`src/rtl/spi_master_engine.sv`:
```
// -----------------------------------------------------------------------------
// spi_master_engine
//
// Single-bus SPI master with a passive pin monitor.
//
// The driver half runs one full-duplex frame of DATA_WIDTH bits per accepted
// start request. cpol, cpha, the half-period N = max(baud_div,1) and tx_data
// are all latched when start is accepted. A frame consists of:
//   - LEAD:  N cycles with cs_n low.
//   - XFER:  2*DATA_WIDTH sclk toggles, one every N cycles.
//   - TRAIL: N cycles with cs_n low.
// cs_n is therefore low for (2*DATA_WIDTH+2)*N cycles.
//
// The monitor half watches only the bus pins. It reassembles the mosi and miso
// words from the pins and reports each complete frame.
//
// Ports:
//   pclk       in   system clock, rising edge
//   areset     in   synchronous active-high reset
//   start      in   one-cycle frame request, honoured only while idle
//   tx_data    in   word to shift out
//   cpol/cpha  in   SPI mode, latched at start
//   baud_div   in   sclk half-period in pclk cycles (0 acts as 1)
//   busy       out  frame in progress
//   done       out  one-cycle end-of-frame pulse
//   rx_data    out  received word, updated with done
//   sclk/cs_n/mosi out, miso in   SPI pins
//   mon_valid  out  one-cycle pulse when the monitor saw a complete frame
//   mon_mosi   out  monitored mosi word
//   mon_miso   out  monitored miso word
// -----------------------------------------------------------------------------
module spi_master_engine #(
    parameter int DATA_WIDTH = 8,
    parameter int DIV_WIDTH  = 8,
    parameter bit MSB_FIRST  = 1'b1
) (
    input  logic                  pclk,
    input  logic                  areset,
    input  logic                  start,
    input  logic [DATA_WIDTH-1:0] tx_data,
    input  logic                  cpol,
    input  logic                  cpha,
    input  logic [DIV_WIDTH-1:0]  baud_div,
    output logic                  busy,
    output logic                  done,
    output logic [DATA_WIDTH-1:0] rx_data,
    output logic                  sclk,
    output logic                  cs_n,
    output logic                  mosi,
    input  logic                  miso,
    output logic                  mon_valid,
    output logic [DATA_WIDTH-1:0] mon_mosi,
    output logic [DATA_WIDTH-1:0] mon_miso
);

    localparam int EC_W = $clog2(2 * DATA_WIDTH + 1);
    localparam int SC_W = $clog2(DATA_WIDTH + 1) + 1;
    localparam logic [EC_W-1:0] EDGES     = EC_W'(2 * DATA_WIDTH);
    localparam logic [EC_W-1:0] LAST_EDGE = EC_W'(2 * DATA_WIDTH - 1);
    localparam logic [SC_W-1:0] SAMPLES   = SC_W'(DATA_WIDTH);

    typedef enum logic [1:0] {
        ST_IDLE  = 2'd0,
        ST_LEAD  = 2'd1,
        ST_XFER  = 2'd2,
        ST_TRAIL = 2'd3
    } state_t;

    // Bit that goes on the wire first for the configured bit order.
    function automatic logic first_bit(input logic [DATA_WIDTH-1:0] w);
        return MSB_FIRST ? w[DATA_WIDTH-1] : w[0];
    endfunction

    // Discard the bit just sent, moving the next one into the send position.
    function automatic logic [DATA_WIDTH-1:0] shift_out(input logic [DATA_WIDTH-1:0] w);
        return MSB_FIRST ? {w[DATA_WIDTH-2:0], 1'b0} : {1'b0, w[DATA_WIDTH-1:1]};
    endfunction

    // Append a received bit so that after DATA_WIDTH bits the word is aligned.
    function automatic logic [DATA_WIDTH-1:0] shift_in(input logic [DATA_WIDTH-1:0] w,
                                                       input logic b);
        return MSB_FIRST ? {w[DATA_WIDTH-2:0], b} : {b, w[DATA_WIDTH-1:1]};
    endfunction

    // ---------------------------------------------------------------- driver
    state_t                  state_r, state_nx;
    logic [DIV_WIDTH-1:0]    div_cnt_r;
    logic [DIV_WIDTH-1:0]    n_r;
    logic [EC_W-1:0]         edge_cnt_r;
    logic                    cpol_r, cpha_r;
    logic [DATA_WIDTH-1:0]   tx_sh_r, rx_sh_r, rx_data_r;
    logic                    sclk_r, cs_n_r, mosi_r, busy_r, done_r;

    logic accept_s, toggle_s, finish_s;
    logic phase_end_s, leading_s, last_edge_s, sample_s, drive_s;

    assign phase_end_s = (state_r != ST_IDLE) && (div_cnt_r == (n_r - DIV_WIDTH'(1)));
    // edge_cnt_r counts toggles already made, so the upcoming toggle is leading
    // (odd-numbered) when the count is even.
    assign leading_s   = ~edge_cnt_r[0];
    assign last_edge_s = (edge_cnt_r == LAST_EDGE);
    // Sample on leading edges in CPHA=0, on trailing edges in CPHA=1.
    assign sample_s    = toggle_s & (leading_s ^ cpha_r);
    // CPHA=0 shifts on trailing edges except the final one; CPHA=1 drives on leading edges.
    assign drive_s     = toggle_s & (cpha_r ? leading_s : (~leading_s & ~last_edge_s));

    // State register.
    always_ff @(posedge pclk) begin
        if (areset) begin
            state_r <= ST_IDLE;
        end else begin
            state_r <= state_nx;
        end
    end

    // Next-state decode and per-cycle control strobes.
    always_comb begin
        state_nx = state_r;
        accept_s = 1'b0;
        toggle_s = 1'b0;
        finish_s = 1'b0;
        case (state_r)
            ST_IDLE: begin
                // A start coinciding with the done pulse is deliberately dropped.
                if (start && !done_r) begin
                    state_nx = ST_LEAD;
                    accept_s = 1'b1;
                end else begin
                    state_nx = ST_IDLE;
                end
            end
            ST_LEAD: begin
                if (phase_end_s) begin
                    state_nx = ST_XFER;
                    toggle_s = 1'b1;
                end else begin
                    state_nx = ST_LEAD;
                end
            end
            ST_XFER: begin
                // Each half-period starts with a toggle; once all toggles have
                // been made, the final half-period ends by entering TRAIL.
                if (phase_end_s) begin
                    if (edge_cnt_r == EDGES) begin
                        state_nx = ST_TRAIL;
                    end else begin
                        toggle_s = 1'b1;
                    end
                end else begin
                    state_nx = ST_XFER;
                end
            end
            ST_TRAIL: begin
                if (phase_end_s) begin
                    state_nx = ST_IDLE;
                    finish_s = 1'b1;
                end else begin
                    state_nx = ST_TRAIL;
                end
            end
            default: begin
                state_nx = ST_IDLE;
            end
        endcase
    end

    // Half-period divider and sclk toggle counter.
    always_ff @(posedge pclk) begin
        if (areset) begin
            div_cnt_r  <= '0;
            edge_cnt_r <= '0;
        end else begin
            if (accept_s || phase_end_s || (state_r == ST_IDLE)) begin
                div_cnt_r <= '0;
            end else begin
                div_cnt_r <= div_cnt_r + DIV_WIDTH'(1);
            end
            if (accept_s) begin
                edge_cnt_r <= '0;
            end else if (toggle_s) begin
                edge_cnt_r <= edge_cnt_r + EC_W'(1);
            end
        end
    end

    // Frame configuration latched on accept.
    always_ff @(posedge pclk) begin
        if (areset) begin
            cpol_r <= 1'b0;
            cpha_r <= 1'b0;
            n_r    <= DIV_WIDTH'(1);
        end else if (accept_s) begin
            cpol_r <= cpol;
            cpha_r <= cpha;
            n_r    <= (baud_div == '0) ? DIV_WIDTH'(1) : baud_div;
        end
    end

    // Pin drivers, shift registers and host-side status.
    always_ff @(posedge pclk) begin
        if (areset) begin
            sclk_r    <= 1'b0;
            cs_n_r    <= 1'b1;
            mosi_r    <= 1'b0;
            busy_r    <= 1'b0;
            done_r    <= 1'b0;
            rx_data_r <= '0;
            tx_sh_r   <= '0;
            rx_sh_r   <= '0;
        end else begin
            done_r <= 1'b0;
            if (accept_s) begin
                busy_r  <= 1'b1;
                cs_n_r  <= 1'b0;
                sclk_r  <= cpol;
                rx_sh_r <= '0;
                if (cpha) begin
                    mosi_r  <= 1'b0;
                    tx_sh_r <= tx_data;
                end else begin
                    // CPHA=0 presents the first bit for the whole lead-in.
                    mosi_r  <= first_bit(tx_data);
                    tx_sh_r <= shift_out(tx_data);
                end
            end else if (finish_s) begin
                busy_r    <= 1'b0;
                done_r    <= 1'b1;
                cs_n_r    <= 1'b1;
                mosi_r    <= 1'b0;
                sclk_r    <= cpol_r;
                rx_data_r <= rx_sh_r;
            end else if (state_r == ST_IDLE) begin
                // Idle sclk tracks the requested polarity.
                sclk_r <= cpol;
            end else begin
                if (toggle_s) begin
                    sclk_r <= ~sclk_r;
                end
                if (sample_s) begin
                    rx_sh_r <= shift_in(rx_sh_r, miso);
                end
                if (drive_s) begin
                    mosi_r  <= first_bit(tx_sh_r);
                    tx_sh_r <= shift_out(tx_sh_r);
                end
            end
        end
    end

    assign busy    = busy_r;
    assign done    = done_r;
    assign rx_data = rx_data_r;
    assign sclk    = sclk_r;
    assign cs_n    = cs_n_r;
    assign mosi    = mosi_r;

    // --------------------------------------------------------------- monitor
    logic                  sclk_q_r, sclk_q2_r, cs_n_q_r, cs_n_q2_r, mosi_q_r, miso_q_r;
    logic                  mon_cpol_r;
    logic [SC_W-1:0]       mon_cnt_r;
    logic [DATA_WIDTH-1:0] mon_mosi_sh_r, mon_miso_sh_r, mon_mosi_r, mon_miso_r;
    logic                  mon_valid_r;
    logic                  mon_fall_s, mon_rise_s, mon_edge_s, mon_lead_s, mon_sample_s;

    assign mon_fall_s   = cs_n_q2_r & ~cs_n_q_r;
    assign mon_rise_s   = ~cs_n_q2_r & cs_n_q_r;
    assign mon_edge_s   = ~cs_n_q_r & ~cs_n_q2_r & (sclk_q_r != sclk_q2_r);
    // Leading edge leaves the idle level captured when cs_n fell.
    assign mon_lead_s   = (sclk_q2_r == mon_cpol_r);
    assign mon_sample_s = mon_edge_s & (mon_lead_s ^ cpha_r);

    // Pin synchroniser stage plus one delayed copy for edge detection.
    always_ff @(posedge pclk) begin
        if (areset) begin
            sclk_q_r  <= 1'b0;
            sclk_q2_r <= 1'b0;
            cs_n_q_r  <= 1'b1;
            cs_n_q2_r <= 1'b1;
            mosi_q_r  <= 1'b0;
            miso_q_r  <= 1'b0;
        end else begin
            sclk_q_r  <= sclk_r;
            sclk_q2_r <= sclk_q_r;
            cs_n_q_r  <= cs_n_r;
            cs_n_q2_r <= cs_n_q_r;
            mosi_q_r  <= mosi_r;
            miso_q_r  <= miso;
        end
    end

    // Frame reassembly from the observed pins.
    always_ff @(posedge pclk) begin
        if (areset) begin
            mon_cpol_r    <= 1'b0;
            mon_cnt_r     <= '0;
            mon_mosi_sh_r <= '0;
            mon_miso_sh_r <= '0;
            mon_mosi_r    <= '0;
            mon_miso_r    <= '0;
            mon_valid_r   <= 1'b0;
        end else begin
            mon_valid_r <= 1'b0;
            if (mon_fall_s) begin
                mon_cpol_r    <= sclk_q_r;
                mon_cnt_r     <= '0;
                mon_mosi_sh_r <= '0;
                mon_miso_sh_r <= '0;
            end else if (mon_rise_s) begin
                // Short or overlong frames are dropped silently.
                if (mon_cnt_r == SAMPLES) begin
                    mon_mosi_r  <= mon_mosi_sh_r;
                    mon_miso_r  <= mon_miso_sh_r;
                    mon_valid_r <= 1'b1;
                end
                mon_cnt_r <= '0;
            end else if (mon_sample_s) begin
                mon_mosi_sh_r <= shift_in(mon_mosi_sh_r, mosi_q_r);
                mon_miso_sh_r <= shift_in(mon_miso_sh_r, miso_q_r);
                if (mon_cnt_r != {SC_W{1'b1}}) begin
                    mon_cnt_r <= mon_cnt_r + SC_W'(1);
                end
            end
        end
    end

    assign mon_valid = mon_valid_r;
    assign mon_mosi  = mon_mosi_r;
    assign mon_miso  = mon_miso_r;

endmodule

```
`config.mk`:
```
export PLATFORM = sky130hd
export DESIGN_NAME = spi_master_engine
export DESIGN_NICKNAME = d
export VERILOG_FILES = /design/src/rtl/spi_master_engine.sv
export SDC_FILE = /design/constraint.sdc
export NUM_CORES = 1
export LEC_CHECK = 0
export CAP_MARGIN = 5
export CORE_ASPECT_RATIO = 0.6
export CORE_MARGIN = 2
export CORE_UTILIZATION = 50
export CTS_CLUSTER_SIZE = 28
export DETAILED_ROUTE_END_ITERATION = 6
export HOLD_SLACK_MARGIN = 0.03
export PLACE_DENSITY = 0.82
export SLEW_MARGIN = 20
export SYNTH_ARGS = -nofsm -noshare
export SYNTH_HDL_FRONTEND = slang
export SYNTH_SLANG_ARGS = --single-unit
```
`constraint.sdc`:
```
create_clock -name pclk -period 2.2 [get_ports pclk]
set_clock_uncertainty 0.15 [all_clocks]
set_input_delay 0.55 -clock pclk [delete_from_list [all_inputs] [get_ports pclk]]
set_output_delay 0.55 -clock pclk [all_outputs]
set_load 0.01 [all_outputs]
```
# Word level (Yosys, flattened, before mapping)
# Cells that the tools add are included.
[totals] word_cells=124 inputBits=22 regBits=99 out_inout_bits=30
[op_classes] add_sub_neg=4 bitwise_logic=20 n_reduce_logical=24 n_eq_ne=14 n_mux=35
[ops] operator="2-to-1 mux 8 bit" count=6
[ops] operator="2-to-1 mux 1 bit" count=23
[ops] operator="adder 5 x 1 -> 5 bit, second input constant" count=2
[ops] operator="== test 5 x 4 -> 1 bit, second input constant" count=2
[ops] operator="NOT 1 bit" count=10
[ops] operator="AND reduction 3 bit" count=3
[ops] operator="adder 8 x 1 -> 8 bit, second input constant" count=1
[ops] operator="AND 1 bit" count=8
[ops] operator="== test 8 bit" count=1
[ops] operator="zero test 8 bit" count=1
[ops] operator="2-to-1 mux 2 bit" count=4
[ops] operator="one-hot mux 2 bit (4 select lines)" count=1
[ops] operator="AND reduction 2 bit" count=4
[ops] operator="subtractor 8 x 1 -> 8 bit, second input constant" count=1
[ops] operator="!= test 3 bit, second input constant" count=2
[ops] operator="nonzero test 2 bit" count=3
[ops] operator="OR reduction 2 bit" count=3
[ops] operator="OR reduction 3 bit" count=2
[ops] operator="== test 5 bit, second input constant" count=1
[ops] operator="!= test 5 bit, second input constant" count=1
[ops] operator="== test 2 bit, second input constant" count=2
[ops] operator="!= test 2 bit, second input constant" count=2
[ops] operator="nonzero test 4 bit" count=1
[ops] operator="nonzero test 3 bit" count=1
[ops] operator="9 further kinds" count=12

# Logic depth before layout (Yosys ltp)
# Gate-level depths: netlist (run 1).
[depth] depth_word=10 ltp_mapped=10 mapped_depth_nobuf=9

# Worst setup path after synthesis (run 1)
# Ideal clock, no wire load.
[synth_path] path_kind="flip-flop to flip-flop" start="register n_r[0]" end="register tx_sh_r[5]" path_stages_with_launch=11 synth_period_minus_slack_ps=2355 required_ps=1934 path_buffers=1 arrival_ps=2089 setup_ps=116 setup_slack_ps=-155 path_cell_list="dfxtp_1 -> inv_1 -> ha_1 -> nand2b_1 -> nor4_1 -> xnor2_1 -> a311oi_4 -> a41o_4 -> buf_12 -> a21oi_2 -> a31o_1"
[synth_via] elab_chain_len=8 elab_cells_between_ends=11 cone_classes="add/sub: 1; eq/ne: 2; mux: 4; bitwise: 1; reduce/logical: 3"
[synth_lines] element="from (decl)" line="88" text="logic [DIV_WIDTH-1:0] n_r;"
[synth_lines] element="from (signal assigned)" line="195" text="n_r <= (baud_div == '0) ? DIV_WIDTH'(1) : baud_div;"
[synth_lines] element="subtractor 8 x 1 -> 8 bit *" line="97" text="assign phase_end_s = (state_r != ST_IDLE) && (div_cnt_r == (n_r - DIV_WIDTH'(1)));"
[synth_lines] element="== test 8 bit *" line="97"
[synth_lines] element="logical AND 1 bit *" line="97"
[synth_lines] element="2-to-1 mux 1 bit, on equally long branches" line="143, 133, 154"
[synth_lines] element="one-hot mux 1 bit (2 select lines)" line="122" text="case (state_r)"
[synth_lines] element="AND 1 bit" line="105" text="assign drive_s = toggle_s & (cpha_r ? leading_s : (~leading_s & ~last_edge_s));"
[synth_lines] element="nonzero test 2 bit (no source line)"
[synth_lines] element="AND reduction 3 bit (no source line) *"
[synth_lines] element="to (signal assigned)" line="219" text="tx_sh_r <= tx_data;"
[synth_lines] element="to (signal assigned)" line="223" text="tx_sh_r <= shift_out(tx_data);"
[synth_lines] element="to (signal assigned)" line="244" text="tx_sh_r <= shift_out(tx_sh_r);"
[synth_lines] element="to (decl)" line="91" text="logic [DATA_WIDTH-1:0] tx_sh_r, rx_sh_r, rx_data_r;"
# Mark *: on every way between the ends. The rest lies on a longest branch, timed or not.
# A chain may end at the register's enable or synchronous reset.

# Worst setup path in the final report (run 1)
[layout_path] start="register n_r[0]" end="register sclk_r, in the netlist sclk"
[layout_via] elab_chain_len=7 elab_cells_between_ends=10 cone_classes="add/sub: 1; eq/ne: 1; mux: 6; reduce/logical: 2"
[layout_lines] element="subtractor 8 x 1 -> 8 bit *" line="97"
[layout_lines] element="== test 8 bit *" line="97"
[layout_lines] element="logical AND 1 bit *" line="97"
[layout_lines] element="2-to-1 mux 1 bit" line="133, 154"
[layout_lines] element="2-to-1 mux 1 bit" line="122"
[layout_lines] element="2-to-1 mux 1 bit" line="225" text="end else if (finish_s) begin"
[layout_lines] element="2-to-1 mux 1 bit" line="212" text="if (accept_s) begin"
[layout_lines] element="to (signal assigned)" line="215" text="sclk_r <= cpol;"
[layout_lines] element="to (signal assigned)" line="230" text="sclk_r <= cpol_r;"
[layout_lines] element="to (signal assigned)" line="234" text="sclk_r <= cpol;"
[layout_lines] element="to (decl)" line="92" text="logic sclk_r, cs_n_r, mosi_r, busy_r, done_r;"
# Marked as above.

==> results of run 1 <==
## final cells by class
cell class,instances,area [µm²],share of cell area [%]
Timing Repair Buffer,97,936,15.8
Inverter,14,52.6,0.887
Clock buffer,9,225,3.80
Tap cell,112,140,2.37
Sequential cell,99,1990,33.6
Clock inverter,7,52.6,0.887
Multi-Input combinational cell,341,2520,42.6
## sequential cells by signal (all words and copies together) (netlist names), 2 cells and up
register	flops
div_cnt_r	8
mon_miso	8
mon_miso_sh_r	8
mon_mosi	8
mon_mosi_sh_r	8
n_r	8
rx_data	8
rx_sh_r	8
tx_sh_r	8
edge_cnt_r	5
mon_cnt_r	5
state_r	2
## routing by layer
| metal | routed length (µm) | up-vias | share of wire (%) | GRT usage (%) |
|---|---|---|---|---|
| met5 | 0 | - | 0 | 0 |
| met4 | 191 | 0 | 1.7 | 9.56 |
| met3 | 605 | 21 | 5.4 | 5.66 |
| met2 | 5290 | 100 | 47 | 35.4 |
| met1 | 5140 | 1769 | 46 | 30.3 |
| li1 | - | 1805 | - | - |
## where the power goes
group	switching (mW)	total (mW)	internal, mW
Combinational	0.273	0.528	0.255
Sequential	0.0374	1.87	1.83
Clock	0.704	1.48	0.774
Total	1.01	3.87	2.86
## what timing repair did
action / in CTS / in global routing
resized for setup: 24 / 31
setup endpoints to repair: 43 / 43
hold buffers: 0 / 0
gates cloned: 1 / 0
pin swaps: 16 / 14
setup buffers: 12 / 7
## cells in the final DEF, fill, tap and decap left out, drive strengths merged, types with 6 or more instances in the layout
| master | count |
|---|---|
| buf | 47 |
| nor2 | 90 |
| nand3 | 8 |
| nor2b | 10 |
| a21oi | 27 |
| a31o | 7 |
| and3 | 6 |
| clkbuf | 9 |
| xor2 | 13 |
| nand2b | 7 |
| nand2 | 28 |
| inv | 16 |
| o21ai | 9 |
| mux2i | 62 |
| ha | 13 |
| nand4 | 8 |
| clkdlybuf4s50 | 50 |
| dfxtp | 99 |
| a211oi | 9 |
| xnor2 | 8 |
## how the worst max path moves through the flow
| stage | cells past startpoint | to | slack [ns] |
|---|---|---|---|
| floorplan | 8 | tx_sh_r[5]$_SDFFE_PP0P_ | -0.11 |
| global placement | 8 | tx_sh_r[6]$_SDFFE_PP0P_ | -0.12 |
| detailed placement | 9 | rx_sh_r[6]$_SDFFE_PP0P_ | -0.20 |
| CTS | 11 | tx_sh_r[1]$_SDFFE_PP0P_ | -0.08 |
| global route | 10 | sclk$_SDFFE_PP0P_ | -0.25 |
| finish | 10 | sclk$_SDFFE_PP0P_ | -0.15 |
## worst max-delay path: stages (launching register included)
cell and delay (ns):
dfxtp_4 0.37, inv_2 0.04, ha_4 0.26, xor2_2 0.16, nand2_2 0.09, a311oi_4 0.28
buf_6 0.17, buf_6 0.13, nand3b_1 0.19, o31ai_2 0.31, a211oi_1 0.06
## logic make-up (layout without fill, tap and decap cells)
family	after synthesis	in the layout	synth area share [%]
xor gates and xnor gates	21	21	4.08
muxes	62	62	13.8
adders and majority gates	13	13	3.61
AOI/OAI and AO/OA	63	64	10.0
buffers and inverters	40	127	5.08
and+or+nand+nor	181	181	19.4
DFF	99	99	44.0
==> flow_metrics.tcl, run 1 <==
set metrics [dict create \
    drv_slew 0 \
    syn_inst 479 \
    synth-seq-cells 99 \
    ys_warn_count 0 \
    pre_cts_ws_ns -0.196 \
    finalPower_mw 3.87 \
    final_nets 597 \
    leakage_nw 2.64 \
    grt_pass1_vias 3556 \
    relSlewSlack_pct 66.9 \
    dp.cells 644 \
    synth_cell_types 49 \
    clk_latency_ns 0.35 \
    cp.required_ns 2.28 \
    place.gp.congestion 0.866 \
    antenna_left 0 \
    finalWirelength_um 11200 \
    num_rows 26 \
    drc 0 \
    design_area_um2 5920 \
    rsz0062_at_grt "true" \
    holdWs_ns 0.328 \
    syn_avg_cell_area_um2 9.40 \
    antenna_found_initial 0 \
    yosysTopAreaCell "dfxtp_1" \
    async_flop_share_pct 0 \
    die_w_um 127 \
    cts.path.max_buffers 2 \
    syn_area_um2 4500 \
    dr_total_vias 3695 \
    drv_cap 0 \
    r2r-start "n_r[0]$_SDFFE_PP1P_" \
    cts_tree "done" \
    hold_class "reg -> reg" \
    drive_above_1_share_pct 22.8 \
    cts_root_buf "clkbuf_16" \
    hpwlAfterDp_um 7290 \
    r2r_cells 10 \
    worstPathArrival_ns 2.44 \
    grt_pass1_wl_um 17600 \
    ys_top_cells_by_area "dfxtp_1 (44%), mux2i_1 (14%), nor2_1 (7.5%), ha_1 (3.6%), xor2_1 (2.5%)" \
    finalSetupViolCount 32 \
    track_usage_pct 22.7 \
    final-hold-violation-count 0 \
    htree_levels 3 \
    grt_max_degree 30 \
    syn_nets 514 \
    crit_type "reg -> reg" \
    drt_iter0_markers 295 \
    dieArea_um2 9810 \
    synth_top_cells_by_count "dfxtp_1 (99), nor2_1 (90), mux2i_1 (62)" \
    rr_endpoint "sclk$_SDFFE_PP0P_" \
    tns_ns -1.41 \
    min-delay-start "cpol_r$_SDFFE_PP0P_" \
    reg2reg_slack_ns -0.15 \
    ios 52 \
    placed_area_um2 5260 \
    violations "setup timing" \
    cp_max_fo 6 \
    cp-start-kind "flop" \
    nFillCells 596 \
    syn_to_final_growth_pct 31.5 \
    fin_cells 679 \
    initial_core_util_pct 52.2 \
    min_period_over_period_pct 107 \
    startpoint "n_r[0]$_SDFFE_PP1P_" \
    grt-ovfl-total 0 \
    cts_made_buffers 9 \
    clock_sinks 99 \
    diodes 0 \
    power_density_nw_per_um2 654 \
    synth_top_area_share_pct 44.0 \
    holdPathStages 2 \
    drt_pre_antenna_iters 4 \
    critPathCaptureType "flop" \
    status "finished, violations left" \
    numPortBuffers 51 \
    core_um2 8620 \
    die_y_um 77.5 \
    final_core_util_pct 68.7 \
    worstMarginPinSlew_ns 0.496 \
    synth_edf_count 0 \
    yosys.cell_count.top_type "dfxtp_1" \
    max_freq_ghz 0.425 \
    clk_pin_slew_ns 0.07 \
    ys.flop_type "dfxtp_1" \
    viasPerCell 5.44 \
    fin_ws_ns -0.154 \
    wl_per_cell_um 16.5 \
    min_to "cpol_r$_SDFFE_PP0P_" \
    synth-seq-area-share_pct 44.0 \
    layout_min_cycle_time_ns 2.35 \
    ir_drop_mv 0.382 \
]
(Power assumes the default switching activity.)
==> inputs of run 2 (changes only) <==
- CTS_CLUSTER_SIZE: 28 -> unset
==> results of run 2 <==
No change in the layout: final DEF, timing and power equal those of run 1.
==> edit (settings of run 2) <==
One comparison of `edge_cnt_r` changes from == to >=.
--- a/src/rtl/spi_master_engine.sv
+++ b/src/rtl/spi_master_engine.sv
@@ -143,3 +143,3 @@
                 if (phase_end_s) begin
-                    if (edge_cnt_r == EDGES) begin
+                    if (edge_cnt_r >= EDGES) begin
                         state_nx = ST_TRAIL;
Formal check against the unedited RTL: no difference found for any inputs over 10 cycles, from zero or initial values and one cycle with areset high; that may be too few to reach the edited logic, so the function may still have changed.
==> edit against run 2 <==
- the flow still finishes with violations (setup timing)
- largest cell class unchanged
- combinational power up 17%
- clock power up 8%
- final area shrank 1.3%
- maximum frequency fell by 13%
- highest routed layer unchanged
- wire length shrank 1.4%
- synthesized cell count shrank 1.7%
- synthesized area shrank 4.0%
- power grew 5.3%
- worst setup slack lost 0.35 ns
- sequential cell count is the same
==> edit: results (changes against run 2) <==
[run_status]
status = complete, but fails checks
failed_checks = setup timing

[cells_and_area]
seq_share = 0.3395  ; +0.003179
drive_gt1_frac = 0.1957  ; -0.03178
seq_cells = 99  ; unchanged
clock_buffers = 11  ; +2
inv_count = 10  ; -4
nonClkBufAreaFrac = 0.1657  ; +0.007664
clkCellAreaFrac = 0.05181  ; +0.004904
final.fill_count = 593  ; -0.50%
area_delta_synth_final_pct = 35.12
n_all_buffers = 102  ; +5.2%
comb.multi_input.count = 335  ; -1.8%
multi_input_area_share = 0.4121  ; -0.01404
design.final.nets = 591  ; -1.0%

[clock_tree]
postCtsSetupBuffers = 3  ; -9
post_cts_resized = 30  ; +25%
root_buffer = clkbuf_16
cts_buffer_depth = 2  ; unchanged

[logic_synthesis]
synth_xor_area_frac = 0.04050  ; -0.0003358
yosys-top-cells-area = dfxtp_1, mux2i_1, nor2_1, ha_1, a21oi_1
synthAdderAreaFrac = 0.03471  ; -0.001399
muxShareOfSynthArea = 0.1441  ; +0.006278
synth_compound_area_frac = 0.09517  ; -0.005109
synth.distinct_cells = 45  ; -8.2%
syn-num-nets = 505  ; -1.8%
synth_common_cells = dfxtp_1, nor2_1, mux2i_1

[global_routing]
grt_max_degree = 26  ; -13%
grt_pass1_wl_um = 17570  ; -0.35%
grt_pass1_vias = 3601  ; +1.3%
grt_use_total = 0.2360  ; +0.008517

[critical_path]
worst_ep_arrival_time_ns = 2.83  ; +0.39 ns
r2r_cells = 9  ; -1
crit_end = edge_cnt_r[2]$_SDFFE_PP0P_

[placed_design]
preCtsSetupSlack_ns = -0.5760  ; -0.3798 ns
portBuffers = 51  ; unchanged
gp_congestion = 0.8345  ; -3.6%
post_dp_cell_area_sq_mm = 0.005284  ; +0.52%
dp_hpwl_um = 7353  ; +0.92%

[timing]
final-setup-viol-count = 44  ; +38%
tightestPinTransition_ns = 0.4772  ; -0.01871 ns
setup_tns_ns = -16.64  ; -15.23 ns
layout_setup_ws_ns = -0.5013  ; -0.3470 ns

[drt]
viasPerCell = 5.438  ; about the same
drt_iter0_drc = 296  ; +0.34%
wirelength_um = 11070  ; -1.4%

[power]
p_sw_frac = 0.2553  ; -0.006608
ir_worst_vdd_uv = 453.5  ; +19%
p_leak_uw = 0.002463  ; -6.8%

[edit: metrics by stage]
step	hold slack [ns]	cells
3_3_place_gp	0.2929	652
6_report	0.3189	674
2_1_floorplan	0.2829	471
5_1_grt	0.3401	674
3_5_place_dp	0.3126	652
4_1_cts	0.3242	672
[edit: power groups by stage]
stage | logic (uW) | registers [uW] | clock network [uW]
global placement | 479 | 1900 | 0
detailed placement | 496 | 1900 | 0
global route | 660 | 1860 | 1690
CTS | 563 | 1860 | 1610
finish | 616 | 1860 | 1600
floorplan | 283 | 1890 | 0
[edit: critical path, cell delays in order (launching register included)]
cell	delay [ns]
dfxtp_2	0.35
inv_4	0.04
ha_4	0.16
o21ba_1	0.17
a221o_1	0.31
a2111o_1	0.41
buf_6	0.16
or2_4	0.29
or4_4	0.43
a21oi_2	0.16
[edit: layer usage]
layer,wire [um],GRT usage,vias to the layer above
met5,0,0,-
met4,177,0.06404,0
li1,-,-,1797
met2,5176,0.3732,95
met1,5096,0.3227,1755
met3,621,0.05689,18
